**config.mk**
```make
export PLATFORM = sky130hd
export DESIGN_NAME = mc_control
export DESIGN_NICKNAME = d
export VERILOG_FILES = /design/src/rtl/mc_ctrl_pkg.sv /design/src/rtl/mc_ctrl_decode.sv /design/src/rtl/mc_control.sv
export SDC_FILE = /design/constraint.sdc
export NUM_CORES = 1
export LEC_CHECK = 0
export ABC_CLOCK_PERIOD_IN_PS = 1900
export BUFFER_PORTS_ARGS = -buffer_cell sky130_fd_sc_hd__buf_2
export CELL_PAD_IN_SITES_DETAIL_PLACEMENT = 1
export CELL_PAD_IN_SITES_GLOBAL_PLACEMENT = 1
export CORE_MARGIN = 2
export CORE_UTILIZATION = 36
export DETAILED_ROUTE_END_ITERATION = 8
export HOLD_SLACK_MARGIN = 0.05
export PLACE_DENSITY_LB_ADDON = 0.1
export SKIP_CTS_REPAIR_TIMING = 1
export SYNTH_ARGS = -nofsm -noshare
export SYNTH_HDL_FRONTEND = slang
export SYNTH_SLANG_ARGS = --single-unit
```
**constraint.sdc**
```tcl
create_clock -name clk -period 1.9 [get_ports clk]
set_input_delay 0.19 -clock clk [delete_from_list [all_inputs] [get_ports clk]]
set_output_delay 0.19 -clock clk [all_outputs]
set_load 0.01 [all_outputs]
```
**src/rtl/mc_ctrl_pkg.sv**
```systemverilog
// Shared encodings for the multi-cycle controller: opcodes, FSM states,
// datapath select codes and the bundled control word.
package mc_ctrl_pkg;

    localparam logic [5:0] OP_R    = 6'b000000;
    localparam logic [5:0] OP_LW   = 6'b100011;
    localparam logic [5:0] OP_SW   = 6'b101011;
    localparam logic [5:0] OP_BEQ  = 6'b000100;
    localparam logic [5:0] OP_J    = 6'b000010;
    localparam logic [5:0] OP_ADDI = 6'b001000;
    localparam logic [5:0] OP_ANDI = 6'b001100;
    localparam logic [5:0] OP_ORI  = 6'b001101;

    typedef enum logic [3:0] {
        FETCH, DECODE, EXEC_R, R_WB, EXEC_I, I_WB,
        MEM_ADDR, MEM_RD, MEM_WB, MEM_WR, BRANCH, JUMP
    } state_t;

    typedef enum logic [2:0] {
        ALU_ADD   = 3'b000,
        ALU_SUB   = 3'b001,
        ALU_FUNCT = 3'b010,
        ALU_OR    = 3'b011,
        ALU_AND   = 3'b100
    } aluop_t;

    localparam logic [1:0] SRCB_B      = 2'b00;
    localparam logic [1:0] SRCB_FOUR   = 2'b01;
    localparam logic [1:0] SRCB_IMM    = 2'b10;
    localparam logic [1:0] SRCB_IMMSH2 = 2'b11;

    localparam logic [1:0] PCS_ALU    = 2'b00;
    localparam logic [1:0] PCS_ALUOUT = 2'b01;
    localparam logic [1:0] PCS_JUMP   = 2'b10;

    typedef struct packed {
        logic       pcwrite;
        logic       irwrite;
        logic       memwrite;
        logic       regwrite;
        logic       iord;
        logic       memtoreg;
        logic       regdst;
        logic       sign;
        logic       alusrca;
        logic [1:0] alusrcb;
        logic [2:0] aluop;
        logic [1:0] pcsource;
        logic       instr_done;
    } ctrl_t;

endpackage

```
**src/rtl/mc_ctrl_decode.sv**
```systemverilog
// Moore output decode: maps the current state (plus op_q and the memory/zero
// qualifiers) onto the datapath control word.
module mc_ctrl_decode
    import mc_ctrl_pkg::*;
(
    input  state_t      state,
    input  logic [5:0]  op_q,
    input  logic        mem_ready,
    input  logic        zero,
    output ctrl_t       ctrl
);

    always_comb begin
        ctrl       = '0;
        ctrl.aluop = ALU_ADD;
        case (state)
            FETCH: begin
                ctrl.alusrcb = SRCB_FOUR;
                ctrl.pcsource = PCS_ALU;
                ctrl.irwrite = mem_ready;
                ctrl.pcwrite = mem_ready;
            end
            DECODE: begin
                ctrl.alusrcb = SRCB_IMMSH2;
                ctrl.sign    = 1'b1;
            end
            EXEC_R: begin
                ctrl.alusrca = 1'b1;
                ctrl.alusrcb = SRCB_B;
                ctrl.aluop   = ALU_FUNCT;
            end
            R_WB: begin
                ctrl.regdst     = 1'b1;
                ctrl.regwrite   = 1'b1;
                ctrl.instr_done = 1'b1;
            end
            EXEC_I: begin
                ctrl.alusrca = 1'b1;
                ctrl.alusrcb = SRCB_IMM;
                case (op_q)
                    OP_ANDI: ctrl.aluop = ALU_AND;
                    OP_ORI:  ctrl.aluop = ALU_OR;
                    default: begin
                        ctrl.aluop = ALU_ADD;
                        ctrl.sign  = 1'b1;
                    end
                endcase
            end
            I_WB: begin
                ctrl.regwrite   = 1'b1;
                ctrl.instr_done = 1'b1;
            end
            MEM_ADDR: begin
                ctrl.alusrca = 1'b1;
                ctrl.alusrcb = SRCB_IMM;
                ctrl.sign    = 1'b1;
            end
            MEM_RD: ctrl.iord = 1'b1;
            MEM_WB: begin
                ctrl.memtoreg   = 1'b1;
                ctrl.regwrite   = 1'b1;
                ctrl.instr_done = 1'b1;
            end
            MEM_WR: begin
                ctrl.iord       = 1'b1;
                ctrl.memwrite   = 1'b1;
                ctrl.instr_done = mem_ready;
            end
            BRANCH: begin
                ctrl.alusrca    = 1'b1;
                ctrl.alusrcb    = SRCB_B;
                ctrl.aluop      = ALU_SUB;
                ctrl.pcsource   = PCS_ALUOUT;
                ctrl.pcwrite    = zero;
                ctrl.instr_done = 1'b1;
            end
            JUMP: begin
                ctrl.pcsource   = PCS_JUMP;
                ctrl.pcwrite    = 1'b1;
                ctrl.instr_done = 1'b1;
            end
            default: ctrl = '0;
        endcase
    end

endmodule

```
**src/rtl/mc_control.sv**
```systemverilog
// Multi-cycle control unit: state register, latched opcode, next-state logic
// and the retired-instruction counter around the output decoder.
module mc_control
    import mc_ctrl_pkg::*;
(
    input  logic        clk,
    input  logic        rst,
    input  logic [5:0]  OPcode,
    input  logic        Zero,
    input  logic        mem_ready,
    output logic        PCWrite,
    output logic        IRWrite,
    output logic        MemWrite,
    output logic        RegWrite,
    output logic        IorD,
    output logic        MemtoReg,
    output logic        RegDst,
    output logic        Sign,
    output logic        ALUSrcA,
    output logic [1:0]  ALUSrcB,
    output logic [2:0]  ALUOP,
    output logic [1:0]  PCSource,
    output logic        instr_done,
    output logic        illegal,
    output logic [31:0] retired
);

    state_t      state, state_nx;
    logic [5:0]  op_q;
    logic [31:0] retired_q;
    logic        illegal_c;
    ctrl_t       dec, ctl;

    mc_ctrl_decode u_decode (
        .state     (state),
        .op_q      (op_q),
        .mem_ready (mem_ready),
        .zero      (Zero),
        .ctrl      (dec)
    );

    always_ff @(posedge clk or negedge rst) begin
        if (!rst) state <= FETCH;
        else      state <= state_nx;
    end

    always_ff @(posedge clk or negedge rst) begin
        if (!rst)                op_q <= '0;
        else if (state == DECODE) op_q <= OPcode;
    end

    always_ff @(posedge clk or negedge rst) begin
        if (!rst)                retired_q <= '0;
        else if (dec.instr_done) retired_q <= retired_q + 32'd1;
    end

    // DECODE steers on the live OPcode since op_q only captures it at the edge leaving DECODE.
    always_comb begin
        state_nx  = state;
        illegal_c = 1'b0;
        case (state)
            FETCH: if (mem_ready) state_nx = DECODE;
            DECODE: begin
                case (OPcode)
                    OP_R:                      state_nx = EXEC_R;
                    OP_LW, OP_SW:              state_nx = MEM_ADDR;
                    OP_BEQ:                    state_nx = BRANCH;
                    OP_J:                      state_nx = JUMP;
                    OP_ADDI, OP_ANDI, OP_ORI:  state_nx = EXEC_I;
                    default: begin
                        state_nx  = FETCH;
                        illegal_c = 1'b1;
                    end
                endcase
            end
            EXEC_R:   state_nx = R_WB;
            EXEC_I:   state_nx = I_WB;
            MEM_ADDR: state_nx = (op_q == OP_LW) ? MEM_RD : MEM_WR;
            MEM_RD:   if (mem_ready) state_nx = MEM_WB;
            MEM_WR:   if (mem_ready) state_nx = FETCH;
            default:  state_nx = FETCH;
        endcase
    end

    assign ctl        = rst ? dec : '0;
    assign PCWrite    = ctl.pcwrite;
    assign IRWrite    = ctl.irwrite;
    assign MemWrite   = ctl.memwrite;
    assign RegWrite   = ctl.regwrite;
    assign IorD       = ctl.iord;
    assign MemtoReg   = ctl.memtoreg;
    assign RegDst     = ctl.regdst;
    assign Sign       = ctl.sign;
    assign ALUSrcA    = ctl.alusrca;
    assign ALUSrcB    = ctl.alusrcb;
    assign ALUOP      = ctl.aluop;
    assign PCSource   = ctl.pcsource;
    assign instr_done = ctl.instr_done;
    assign illegal    = rst & illegal_c;
    assign retired    = retired_q;

endmodule

```
==> reports/qor.txt <==
ant diodes = 0
Synthesized Nets = 259
Slowest-stage cell, CP = dfrtp_1
Hold Slack = 38.3 ps
Power Density = 970 mW/mm²
critical path class = flip-flop to primary output
max frequency = 526 MHz
largest net degree at the start of global routing = 23
layer with the highest usage = met2
#FFs+latches synth = 42
detailed placer's ending HPWL = 4.86 mm
Startpoint Class = flip-flop
Critical Path, Cell by Cell = buf_6 -> nor4b_4 -> and3b_1 -> a31oi_1 -> nor3_1 -> buf_2
max cap viols = 0
failing checks = setup timing
NetSw = 1.00 mW
post-synthesis sequential area ratio = 44.3%
Critical Path RT = 1710 ps
Layout Skew = 12.5 ps
Port-buffer cells = 59
Setup WS post-layout = -1.50 ps
final hold viol count = 0
Syn Std Cell Area = 0.00237 mm²
Reg2Reg Depth = 5
Area after DPL = 0.00288 mm²
root buf cell = clkbuf_8
arrival time worst endpoint = 1710 ps
number of global-route vias before repair = 2130
Global Route Usage Sum = 18.3%
HP Class = input port to asynchronous set/reset pin
met3 Resource Use GR = 3.11%
Vias = 2203
dominant cell type by area after synthesis = dfrtp_1
Seq pwr share = 38.6%
P_leak = 1.57 nW
die area = 0.00725 mm²
min cycle time layout = 1900 ps
Post-Syn Instances = 248
RSZ-0062 raised after global routing = true
gr ovfl total = 0
Post-DRT Antenna Nets = 0
FP Rows = 29
Area Growth Syn to Fin = 36.3%
Non-Filler Instances = 414
via-per-instance ratio = 5.32
Synth Warn # = 0
Clock transition at path regs = 80 ps
# setup viols final = 1
EDFF count, synth = 0
Crit path largest cell delay = 430 ps
clock sinks = 42
Placer Congestion = 0.781
GR Layer Usage met1 = 26.6%
Fin Setup TNS = -1.50 ps
Initial Util = 37.3%
Slew Viols, Final = 0
final net count = 347
ys flop type = dfrtp_1
# IOs = 60
synth unique cells = 50
initial antenna violation count = 0
DRC errors left = 0
Crit. End Element = primary output
largest cells by area after synthesis = dfrtp_1, xnor2_1, xor2_1
switching share of power = 32.0%
cell family with most CP delay = simple AND/OR/NAND/NOR gates
clock power share = 27.8%
Starting DRT DRC Count = 73
Final Cell Area = 0.00323 mm²
RR Startpoint = retired[10]
Mapped Avg Cell Area = 9.56 µm²
slew of the pin with the lowest slew margin = 444 ps
share of the synthesized area in the top cell type = 44.3%
CTS tree = built
first-pass GRT wire length = 10.8 mm
CP bufs+invs = 2
htree depth = 2
Core ar. = 0.00635 mm²
dpl cells = 395
Num CTS Buffers = 5
Critical Path Source = state[1]
CTS Buffer Depth = 2
layout cells sized above 1 = 39.2%
Slew HR = 70.2%
peak supply drop = 0.000572 V
worst-skew pair later-pin latency = 300 ps
fin crit share = 100%
die height = 85.2 µm
CP Depth = 6
routed wire length = 6.93 mm
Combinational Power Share = 33.7%
critical path peak fanout = 5
TritonRoute pass-1 iters = 4
DR WL/cell = 16.7 µm
Async SR Flop Fraction = 100%
met2 global-route usage = 28.8%
outcome = complete, but fails checks
internal power = 2.13 mW
die width = 85.2 µm
-- worst register-to-register path, cell delays in order, from the launching register on --
cell and delay [ps]:
dfrtp_1 440, nand4_4 150, or2_4 290, a211o_1 330, or3_4 390, xnor2_2 130
-- placed cells by master (no fill, tap or decap), drive strengths merged, types with 2 or more instances in the layout --
master / netlist / layout
a31oi: 2 / 2
or3: 3 / 3
mux2: 7 / 7
and3: 5 / 5
or2: 2 / 2
and4: 3 / 3
a211oi: 2 / 2
nor4b: 4 / 4
xnor2: 18 / 18
o21bai: 2 / 2
nand3: 14 / 14
clkbuf: 5 / 6
o31ai: 3 / 3
bufinv: 0 / 2
and2: 3 / 3
nand2: 19 / 19
nand3b: 2 / 2
xor2: 14 / 14
nor2b: 3 / 3
nor4: 5 / 5
nor3: 7 / 7
inv: 4 / 4
a21o: 2 / 2
a21oi: 6 / 6
o21ai: 7 / 7
nor2: 31 / 31
nand4: 9 / 9
dfrtp: 42 / 42
buf: 4 / 89
nand2b: 7 / 7
-- registers in the layout, summed over array words and instances, names as in the netlist --
name	count
retired	32
op_q	6
state	4
-- final timing paths --
check | to | slack, ps
max in group asynchronous | state[2] | 1110
max | ALUOP[1] | -1
min | op_q[1] | 40
min reg2reg | retired[28] | 480
max reg2reg | retired[26] | 60
min in group clk | op_q[3] | 190
-- cell usage after synthesis (3+ instances only) --
master	n
a21oi_1	6
and2_1	3
and3_1	5
and4_1	3
clkbuf_1	5
dfrtp_1	42
inv_1	4
mux2_2	7
nand2_1	19
nand2b_1	7
nand3_1	14
nand4_1	8
nor2_1	31
nor2b_1	3
nor3_1	6
nor4_1	5
nor4b_1	4
o21ai_0	6
o31ai_1	3
xnor2_1	17
xor2_1	14
-- power by group through the flow --
stage / clock [mW] / sequential [mW] / combinational [mW]
after floorplan: 0 / 1.16 / 0.556
after global placement: 0 / 1.17 / 0.887
after detailed placement: 0 / 1.19 / 0.888
after CTS: 0.883 / 1.17 / 0.891
after global routing: 0.929 / 1.24 / 1.16
final: 0.870 / 1.21 / 1.05
-- layer usage --
layer  vias up  routed length (µm)
li1       1060                   -
met1      1104                3300
met2        32                3360
met3         7                 194
met4         0                  77
met5         -                   0
-- layout make-up --
class,instances,area [µm²]
Clock buffer,6,82.6
Clock inverter,2,60.1
Fill cell,757,3120
Inverter,4,15.0
Multi-Input combinational cell,193,1360
Sequential cell,42,1060
Tap cell,77,96.3
Timing Repair Buffer,90,562
-- stage by stage --
| stage | setup slack, ps | utilization (%) | power, mW |
|---|---|---|---|
| 3_5_place_dp | -43.7 | 45.4 | 2.07 |
| 5_1_grt | -82.9 | 50.9 | 3.32 |
| 6_report | -1.50 | 50.9 | 3.13 |
| 4_1_cts | -152 | 47.6 | 2.94 |
| 3_3_place_gp | 87.8 | 45.4 | 2.06 |
| 2_1_floorplan | 99.4 | - | 1.71 |
-- kinds of logic after synthesis --
family / Yosys count / synth area share (%)
XOR/XNOR: 32 / 12.1
buffers and inverters: 13 / 2.48
AO/OA/AOI/OAI: 31 / 9.13
adder cells (fa/ha/maj): 1 / 0.528
multiplexers: 7 / 3.32
flip-flops: 42 / 44.3
AND/OR/NAND/NOR: 122 / 28.1
(Power assumes the default switching activity.)
